$ cat config.mk
export PLATFORM = sky130hd
export DESIGN_NAME = regfile_wb_ctrl_flat
export DESIGN_NICKNAME = d
export VERILOG_FILES = /design/src/rtl/regfile_pkg.sv /design/src/rtl/regfile_wb_ctrl_if.sv /design/src/rtl/wb_fifo.sv /design/src/rtl/regfile_wb_ctrl.sv /design/src/flat_wrapper.sv
export SDC_FILE = /design/constraint.sdc
export NUM_CORES = 1
export LEC_CHECK = 0
export CORE_ASPECT_RATIO = 0.7
export CORE_UTILIZATION = 63
export DETAILED_ROUTE_END_ITERATION = 16
export PLACE_DENSITY = 0.87
export SLEW_MARGIN = 20
export SYNTH_ARGS = -nofsm -noshare
export SYNTH_HDL_FRONTEND = slang
export SYNTH_HIERARCHICAL = 1
export SYNTH_SLANG_ARGS = --single-unit
export TNS_END_PERCENT = 1
$ cat constraint.sdc
create_clock -name clk -period 8.9 [get_ports clk]
set_input_delay 1.78 -clock clk [delete_from_list [all_inputs] [get_ports clk]]
set_output_delay 1.78 -clock clk [all_outputs]
set_load 0.03 [all_outputs]
$ cat src/rtl/regfile_pkg.sv
// Shared widths, queue entry type and occupancy decode for the register file writeback path.
package regfile_pkg;

  localparam int DATA_W = 32;
  localparam int ADDR_W = 5;

  localparam logic [ADDR_W-1:0] REG_ZERO = '0;

  typedef struct packed {
    logic [ADDR_W-1:0] dest;
    logic [DATA_W-1:0] data;
  } wb_entry_t;

  typedef enum logic [1:0] {
    OCC_EMPTY  = 2'd0,
    OCC_ACTIVE = 2'd1,
    OCC_FULL   = 2'd2
  } occ_e;

  function automatic occ_e occ_of(input int unsigned count, input int unsigned depth);
    if (count == 0) return OCC_EMPTY;
    if (count >= depth) return OCC_FULL;
    return OCC_ACTIVE;
  endfunction

endpackage

$ cat src/rtl/regfile_wb_ctrl_if.sv
// Result handshake, register file write port and decode read-port bypass signals.
interface regfile_wb_ctrl_if;
  import regfile_pkg::*;

  logic              res_valid;
  logic              res_ready;
  logic [ADDR_W-1:0] res_dest;
  logic [DATA_W-1:0] res_data;
  logic              wb_hold;
  logic              flush;
  logic              wr_en;
  logic [ADDR_W-1:0] wp_num;
  logic [DATA_W-1:0] wp_data;
  logic [ADDR_W-1:0] rpa_num;
  logic [ADDR_W-1:0] rpb_num;
  logic              rpa_pending;
  logic              rpb_pending;
  logic [DATA_W-1:0] rpa_byp;
  logic [DATA_W-1:0] rpb_byp;

  modport master (
    input  res_valid, res_dest, res_data, wb_hold, flush, rpa_num, rpb_num,
    output res_ready, wr_en, wp_num, wp_data,
    output rpa_pending, rpb_pending, rpa_byp, rpb_byp
  );

  modport slave (
    output res_valid, res_dest, res_data, wb_hold, flush, rpa_num, rpb_num,
    input  res_ready, wr_en, wp_num, wp_data,
    input  rpa_pending, rpb_pending, rpa_byp, rpb_byp
  );

endinterface

$ cat src/rtl/wb_fifo.sv
// In-order circular result buffer; entries visible one cycle after push, one push and one pop per cycle.
// Caller qualifies push (not full) and pop (not empty); flush clears pointers, count and valid bits.
module wb_fifo
  import regfile_pkg::*;
#(
  parameter int DEPTH = 4,
  localparam int PTR_W = $clog2(DEPTH),
  localparam int CNT_W = $clog2(DEPTH + 1)
) (
  input  logic                  clk,
  input  logic                  rst_n,
  input  logic                  push,
  input  wb_entry_t             push_dat,
  input  logic                  pop,
  input  logic                  flush,
  output wb_entry_t             head_dat,
  output logic [CNT_W-1:0]      count,
  output logic [PTR_W-1:0]      rd_ptr,
  output wb_entry_t [DEPTH-1:0] ents,
  output logic [DEPTH-1:0]      ent_vld
);

  wb_entry_t [DEPTH-1:0] mem_q, mem_d;
  logic [DEPTH-1:0]      vld_q, vld_d;
  logic [PTR_W-1:0]      wr_ptr_q, wr_ptr_d;
  logic [PTR_W-1:0]      rd_ptr_q, rd_ptr_d;
  logic [CNT_W-1:0]      cnt_q, cnt_d;

  always_comb begin
    mem_d    = mem_q;
    vld_d    = vld_q;
    wr_ptr_d = wr_ptr_q;
    rd_ptr_d = rd_ptr_q;
    cnt_d    = cnt_q;
    if (flush) begin
      vld_d    = '0;
      wr_ptr_d = '0;
      rd_ptr_d = '0;
      cnt_d    = '0;
    end else begin
      if (push) begin
        mem_d[wr_ptr_q] = push_dat;
        vld_d[wr_ptr_q] = 1'b1;
        wr_ptr_d        = wr_ptr_q + 1'b1;
      end
      if (pop) begin
        vld_d[rd_ptr_q] = 1'b0;
        rd_ptr_d        = rd_ptr_q + 1'b1;
      end
      case ({push, pop})
        2'b10:   cnt_d = cnt_q + 1'b1;
        2'b01:   cnt_d = cnt_q - 1'b1;
        default: cnt_d = cnt_q;
      endcase
    end
  end

  always_ff @(posedge clk or negedge rst_n) begin
    if (!rst_n) begin
      mem_q    <= '0;
      vld_q    <= '0;
      wr_ptr_q <= '0;
      rd_ptr_q <= '0;
      cnt_q    <= '0;
    end else begin
      mem_q    <= mem_d;
      vld_q    <= vld_d;
      wr_ptr_q <= wr_ptr_d;
      rd_ptr_q <= rd_ptr_d;
      cnt_q    <= cnt_d;
    end
  end

  assign head_dat = mem_q[rd_ptr_q];
  assign count    = cnt_q;
  assign rd_ptr   = rd_ptr_q;
  assign ents     = mem_q;
  assign ent_vld  = vld_q;

endmodule

$ cat src/rtl/regfile_wb_ctrl.sv
// Writeback master: queues results and drives one registered regfile write per cycle (push to wr_en in 1 cycle).
// res_ready drops only when the queue is full; decode gets pending/youngest-value bypass per read port.
module regfile_wb_ctrl
  import regfile_pkg::*;
#(
  parameter int DEPTH = 4
) (
  input logic               clk,
  input logic               rst_n,
  regfile_wb_ctrl_if.master bus
);

  localparam int          PTR_W   = $clog2(DEPTH);
  localparam int          CNT_W   = $clog2(DEPTH + 1);
  localparam int unsigned DEPTH_U = DEPTH;

  logic                  push, pop;
  wb_entry_t             push_dat, head_dat;
  logic [CNT_W-1:0]      count;
  logic [PTR_W-1:0]      rd_ptr;
  wb_entry_t [DEPTH-1:0] ents;
  logic [DEPTH-1:0]      ent_vld;
  occ_e                  occ;

  logic              wr_en_q, wr_en_d;
  logic [ADDR_W-1:0] wp_num_q, wp_num_d;
  logic [DATA_W-1:0] wp_data_q, wp_data_d;

  logic [1:0][ADDR_W-1:0] rp_num;
  logic [1:0]             rp_hit;
  logic [1:0][DATA_W-1:0] rp_byp;
  logic [PTR_W-1:0]       idx;

  // Full blocks acceptance even when a pop happens in the same cycle.
  assign occ           = occ_of(32'(count), DEPTH_U);
  assign bus.res_ready = (occ != OCC_FULL);

  // $zero results complete the handshake but are never queued.
  assign push          = bus.res_valid & bus.res_ready & ~bus.flush & (bus.res_dest != REG_ZERO);
  assign pop           = (occ != OCC_EMPTY) & ~bus.wb_hold & ~bus.flush;
  assign push_dat.dest = bus.res_dest;
  assign push_dat.data = bus.res_data;

  wb_fifo #(.DEPTH(DEPTH)) u_fifo (
    .clk      (clk),
    .rst_n    (rst_n),
    .push     (push),
    .push_dat (push_dat),
    .pop      (pop),
    .flush    (bus.flush),
    .head_dat (head_dat),
    .count    (count),
    .rd_ptr   (rd_ptr),
    .ents     (ents),
    .ent_vld  (ent_vld)
  );

  always_comb begin
    wr_en_d   = pop;
    wp_num_d  = wp_num_q;
    wp_data_d = wp_data_q;
    if (pop) begin
      wp_num_d  = head_dat.dest;
      wp_data_d = head_dat.data;
    end
  end

  always_ff @(posedge clk or negedge rst_n) begin
    if (!rst_n) begin
      wr_en_q   <= 1'b0;
      wp_num_q  <= '0;
      wp_data_q <= '0;
    end else begin
      wr_en_q   <= wr_en_d;
      wp_num_q  <= wp_num_d;
      wp_data_q <= wp_data_d;
    end
  end

  assign bus.wr_en   = wr_en_q;
  assign bus.wp_num  = wp_num_q;
  assign bus.wp_data = wp_data_q;

  assign rp_num = {bus.rpb_num, bus.rpa_num};

  // Scan oldest to youngest so later matches overwrite: write-port stage, then queue from head.
  always_comb begin
    rp_hit = '0;
    rp_byp = '0;
    idx    = '0;
    for (int p = 0; p < 2; p++) begin
      if (wr_en_q && (wp_num_q == rp_num[p])) begin
        rp_hit[p] = 1'b1;
        rp_byp[p] = wp_data_q;
      end
      for (int a = 0; a < DEPTH; a++) begin
        idx = rd_ptr + PTR_W'(a);
        if (ent_vld[idx] && (ents[idx].dest == rp_num[p])) begin
          rp_hit[p] = 1'b1;
          rp_byp[p] = ents[idx].data;
        end
      end
      if (rp_num[p] == REG_ZERO) begin
        rp_hit[p] = 1'b0;
        rp_byp[p] = '0;
      end
    end
  end

  assign bus.rpa_pending = rp_hit[0];
  assign bus.rpb_pending = rp_hit[1];
  assign bus.rpa_byp     = rp_byp[0];
  assign bus.rpb_byp     = rp_byp[1];

endmodule

$ cat src/flat_wrapper.sv
// flat-port wrapper written by rule: the top's interface ports become plain ports
module regfile_wb_ctrl_flat import regfile_pkg::*;
#(
  parameter int DEPTH = 4
)
  (clk, rst_n, bus_res_valid, bus_res_dest, bus_res_data, bus_wb_hold, bus_flush, bus_rpa_num, bus_rpb_num, bus_res_ready, bus_wr_en, bus_wp_num, bus_wp_data, bus_rpa_pending, bus_rpb_pending, bus_rpa_byp, bus_rpb_byp);
  regfile_wb_ctrl_if bus_i ();
  input logic clk;
  input logic rst_n;
  input wire logic [$bits(bus_i.res_valid)-1:0] bus_res_valid;
  input wire logic [$bits(bus_i.res_dest)-1:0] bus_res_dest;
  input wire logic [$bits(bus_i.res_data)-1:0] bus_res_data;
  input wire logic [$bits(bus_i.wb_hold)-1:0] bus_wb_hold;
  input wire logic [$bits(bus_i.flush)-1:0] bus_flush;
  input wire logic [$bits(bus_i.rpa_num)-1:0] bus_rpa_num;
  input wire logic [$bits(bus_i.rpb_num)-1:0] bus_rpb_num;
  output wire logic [$bits(bus_i.res_ready)-1:0] bus_res_ready;
  output wire logic [$bits(bus_i.wr_en)-1:0] bus_wr_en;
  output wire logic [$bits(bus_i.wp_num)-1:0] bus_wp_num;
  output wire logic [$bits(bus_i.wp_data)-1:0] bus_wp_data;
  output wire logic [$bits(bus_i.rpa_pending)-1:0] bus_rpa_pending;
  output wire logic [$bits(bus_i.rpb_pending)-1:0] bus_rpb_pending;
  output wire logic [$bits(bus_i.rpa_byp)-1:0] bus_rpa_byp;
  output wire logic [$bits(bus_i.rpb_byp)-1:0] bus_rpb_byp;
  assign bus_i.res_valid = bus_res_valid;
  assign bus_i.res_dest = bus_res_dest;
  assign bus_i.res_data = bus_res_data;
  assign bus_i.wb_hold = bus_wb_hold;
  assign bus_i.flush = bus_flush;
  assign bus_i.rpa_num = bus_rpa_num;
  assign bus_i.rpb_num = bus_rpb_num;
  assign bus_res_ready = bus_i.res_ready;
  assign bus_wr_en = bus_i.wr_en;
  assign bus_wp_num = bus_i.wp_num;
  assign bus_wp_data = bus_i.wp_data;
  assign bus_rpa_pending = bus_i.rpa_pending;
  assign bus_rpb_pending = bus_i.rpb_pending;
  assign bus_rpa_byp = bus_i.rpa_byp;
  assign bus_rpb_byp = bus_i.rpb_byp;
  regfile_wb_ctrl #(.DEPTH(DEPTH)) u_core (.clk(clk), .rst_n(rst_n), .bus(bus_i));
endmodule
==> results by stage <==
STA:
- Setup repair after global routing left no endpoint under its margin.
- In the post-route analysis, the smallest setup slack over all paths is roughly 1.4 ns.
- The setup TNS is 0 ns.
- The routed design could run at a clock period as short as 7.49 ns.
- Based on the critical path, the design can be clocked at up to approximately 130 MHz.
- The worst max-slew margin expressed relative to the limit is 0.198.
- On the final layout, the worst clock skew is roughly 0.015 ns.
- For the pin with the worst max-slew slack, the measured transition is around 1.2 ns.
- Setup violations remaining at the end of the flow were counted as 0.
- The max-slew violation total from the final report was 0.
- Of the available clock period, the critical path in the final layout requires 0.841.
- The number of hold violations in the final report is 0.

Clock network:
- The clock sink count is between 150 and 200.
- The post-CTS clock slew at the launch and capture registers of the worst setup and hold paths is around 0.07 ns.
- The number of setup buffers added after CTS is 0.
- The total clock buffers created by CTS is 17.
- The H-tree generated during clock tree synthesis spans 4 levels.
- After clock tree synthesis, the flow added hold-fix buffers numbering 0.
- The cell at the root of the clock tree is sky130_fd_sc_hd__clkbuf_16.
- After clock tree synthesis, the repair step resized 0 gates.
- TritonCTS built the clock tree.
- Counting along the longest clock path gives a buffer depth of 2.
- Clock latency on the worst-skew pair, taken at its later pin, is ~0.46 ns.

Worst setup path:
- The nature of the critical path endpoint is an output port.
- Traced cell by cell, the critical path runs through clkdlybuf4s50_1 > nor2b_1 > mux2i_1 > nor3b_1 > nor4_1 > or3_1 > buf_4 > o22ai_1 > a31o_1 > clkdlybuf4s50_1.
- The largest single stage delay on the critical path is between 0.8 and 0.9 ns.
- By instance count, the cell type seen most on the critical path is sky130_fd_sc_hd__clkdlybuf4s50_1.
- At the worst endpoint, the arrival time is about 5.7 ns.
- The peak fanout along the critical path is 17.
- The worst setup path is launched from a primary input.
- The path type of the worst setup path is primary input to output port.
- The slowest stage of the critical path is the sky130_fd_sc_hd__or3_1 cell.
- For the worst setup path, the data required time is a little over 7 ns.

Drt:
- For this block, the via count after detailed routing is between 10000 and 15000.
- For this block, the routed nets add up to 49000 um of wire.
- In this run, the number of DRC markers left after iteration 0 of detailed routing was approximately 2000.
- The number of routed nets with antenna violations is 0.
- The DRC violation count after routing is 0.
- Before antenna repair, the detailed router went through 7 iterations.
- The via density per instance is between 7 and 8.
- The wire length per cell is 25.7 um.

Floorplanning:
- The initial utilization of the core area, before any placement, comes to 0.653.
- The site row count is 47.
- Measured along the y axis, the die boundary spans ~130 um.
- The die boundary width is about 190 um.
- The standard cell core area is between 20000 and 25000 um^2.
- The area of the die is approximately 26000 um^2.
- The top-level port count is ~160.

Synth:
- The flop and latch count out of synthesis is just under 200.
- The number of nets in the synthesized netlist is approximately 1600.
- The synthesized design contains 0 enable-type register cells.
- Yosys printed 6 warnings.
- The number of cells produced by synthesis is roughly 1500.
- The share of the Yosys chip area taken by registers is 0.314.
- Summing every instance area after synthesis gives 15700 um^2.
- The commonest register cell after synthesis is sky130_fd_sc_hd__dfrtp_1.
- Dividing the synthesized area by the synthesized cell count gives 10.4 um^2.
- The number of unique standard cell types used by synthesis is 59.
- For this run, asynchronously set or reset flops after synthesis account for 1.00.

Global route:
- The final global-route overflow total is 0.
- The first global-routing pass estimated around 76000 um of wire.
- Across every metal layer, demand over resource in global routing totals 0.387.
- The number of global-route vias before repair is 13700.
- The largest net degree at the start of global routing is 74.
- The initial antenna violation count is 4.

Power and ir drop:
- In this run the static leakage power is roughly 7.7 nW.
- The worst IR drop on VDD is 0.000164 V.
- For this design the ratio of total power to cell area is roughly 210 nW/um^2.
- The post-layout total power is around 3.7 mW.

Final layout:
- The number of filler cells placed in the layout is roughly 1600.
- For this run, the post-layout net count is ~1600.
- In the final layout, the share of cells above drive strength 1 is 0.200.
- The signed area change from the synthesized netlist to the final layout is 13.3%.

Place:
- The worst setup slack after placement is 1.65 ns.
- The routability-driven placement congestion ratio is roughly 0.95.
- After legalization and detailed placement, the total HPWL measured between 20000 and 30000 um.
- The count of input and output buffers is ~160.

Outcome:
- The flow ran to the end, and the final reports show no timing, DRC or antenna violations.

Min path:
- The tightest min-delay check is of the flip-flop to flip-flop type.

Job:
- The number of maximum-capacitance constraint violations is 0.
-- layer usage --
| metal | wire, um | global-route usage | up-vias | share of wire |
|---|---|---|---|---|
| li1 | - | - | 5769 | - |
| met1 | 19000 | 0.523 | 6629 | 0.39 |
| met2 | 21200 | 0.568 | 1177 | 0.43 |
| met3 | 6820 | 0.125 | 246 | 0.14 |
| met4 | 2020 | 0.172 | 2 | 0.041 |
| met5 | 13 | 0 | - | 0.00027 |
-- final timing paths --
| path | from | endpoint | slack [ns] | cells past startpoint |
|---|---|---|---|---|
| setup / recovery | bus_rpa_num[1] | bus_rpa_byp[30] | 1.41 | 10 |
| hold / removal | u_core/bus.wp_data[10] | u_core/bus.wp_data[10] | 0.54 | 2 |
| setup reg to reg | u_core/u_fifo/count[2] | u_core/u_fifo/ents[5] | 5.89 | 5 |
| hold reg to reg | u_core/bus.wp_data[10] | u_core/bus.wp_data[10] | 0.54 | 2 |
| max in group asynchronous | rst_n | u_core/u_fifo/rd_ptr[1] | 6.21 | 2 |
| min in group asynchronous | rst_n | u_core/u_fifo/ents[32] | 1.31 | 1 |
-- kinds of logic (layout without fill, tap and decap cells) --
family                     count (synthesis)  count (layout)  share of synthesized area
xor gates and xnor gates                  58              58                     0.0323
DFF                                      197             197                      0.314
and+or+nand+nor                          409             409                      0.111
buffers and inverters                    157             228                     0.0547
other                                      0               2                          0
muxes                                    376             376                      0.328
AOI/OAI and AO/OA                        310             310                      0.152
adders and majority gates                  9               9                    0.00765
-- per-stage QoR --
step	cell area, um^2	instances	utilization	hold WS (ns)
final	17800	1907	0.740	0.544
after global routing	17800	1906	0.739	0.570
after CTS	17700	1903	0.737	0.548
after detailed placement	17100	1871	0.711	0.527
after global placement	17100	1871	0.711	0.516
after floorplan	15700	1516	-	0.497
-- worst max-delay path: cells and delay by family --
family | cells | cell delay [ns]
buffers and inverters | 3 | 1.66
AND/OR/NAND/NOR | 4 | 1.60
AO/OA/AOI/OAI | 2 | 0.40
multiplexers | 1 | 0.25
-- cells in the final DEF (no fill, tap or decap), types with 38 or more instances in the layout --
master / netlist / routed
sky130_fd_sc_hd__nand2_1: 302 / 301
sky130_fd_sc_hd__dfrtp_1: 197 / 195
sky130_fd_sc_hd__clkdlybuf4s50_1: 0 / 155
sky130_fd_sc_hd__mux2i_1: 123 / 122
sky130_fd_sc_hd__mux2_4: 120 / 120
sky130_fd_sc_hd__a221o_1: 64 / 64
sky130_fd_sc_hd__o22ai_1: 64 / 64
sky130_fd_sc_hd__a31o_1: 64 / 64
sky130_fd_sc_hd__mux2_2: 61 / 61
sky130_fd_sc_hd__mux4_2: 54 / 54
sky130_fd_sc_hd__xnor2_1: 39 / 39
sky130_fd_sc_hd__nor2_1: 40 / 38
-- registers in the layout, indices dropped and copies added, names as in the netlist --
register                count
u_core/u_fifo/ents        148
u_core/bus.wr_en            1
u_core/u_fifo/rd_ptr        2
u_core/u_fifo/wr_ptr_q      2
u_core/bus.wp_data         32
u_core/bus.wp_num           5
u_core/u_fifo/count         3
u_core/u_fifo/ent_vld       4
-- power breakdown --
group | switching, mW | internal (mW)
sequential | 0.296 | 1.11
combinational | 0.769 | 0.684
clock | 0.389 | 0.451
total | 1.45 | 2.25
-- synthesized netlist by cell type (7+ instances only) --
| cell | instances | area (um^2) |
|---|---|---|
| sky130_fd_sc_hd__nand2_1 | 302 | 1130 |
| sky130_fd_sc_hd__dfrtp_1 | 197 | 4930 |
| sky130_fd_sc_hd__mux2i_1 | 123 | 1230 |
| sky130_fd_sc_hd__mux2_4 | 120 | 1800 |
| sky130_fd_sc_hd__clkbuf_1 | 65 | 244 |
| sky130_fd_sc_hd__a221o_1 | 64 | 641 |
| sky130_fd_sc_hd__a31o_1 | 64 | 561 |
| sky130_fd_sc_hd__o22ai_1 | 64 | 400 |
| sky130_fd_sc_hd__mux2_2 | 61 | 687 |
| sky130_fd_sc_hd__mux4_2 | 54 | 1220 |
| sky130_fd_sc_hd__buf_2 | 41 | 205 |
| sky130_fd_sc_hd__nor2_1 | 40 | 150 |
| sky130_fd_sc_hd__xnor2_1 | 39 | 342 |
| sky130_fd_sc_hd__a21oi_1 | 35 | 175 |
| sky130_fd_sc_hd__a211oi_1 | 28 | 210 |
| sky130_fd_sc_hd__buf_6 | 26 | 293 |
| sky130_fd_sc_hd__o211ai_1 | 25 | 188 |
| sky130_fd_sc_hd__xor2_1 | 19 | 166 |
| sky130_fd_sc_hd__mux2_1 | 17 | 191 |
| sky130_fd_sc_hd__inv_1 | 12 | 45.0 |
| sky130_fd_sc_hd__nand3_1 | 10 | 50.1 |
| sky130_fd_sc_hd__o21ai_0 | 10 | 50.1 |
| sky130_fd_sc_hd__nor3_1 | 9 | 45.0 |
| sky130_fd_sc_hd__ha_1 | 8 | 100 |
| sky130_fd_sc_hd__and2_1 | 7 | 43.8 |
| sky130_fd_sc_hd__nor2b_1 | 7 | 43.8 |
| sky130_fd_sc_hd__nor3b_1 | 7 | 52.6 |
-- layout make-up --
cell class              instances  area [um^2]  area share
diodes                          2         5.00    0.000281
clock buffers                  17          425      0.0239
clock inverters                15          191      0.0108
inverters                      13         51.3     0.00288
multi-input cells            1162         9970       0.561
flip-flops and latches        197         4940       0.278
well taps                     318          398      0.0224
repair buffers                183         1810       0.102
Power figures use the tool's default switching activity.
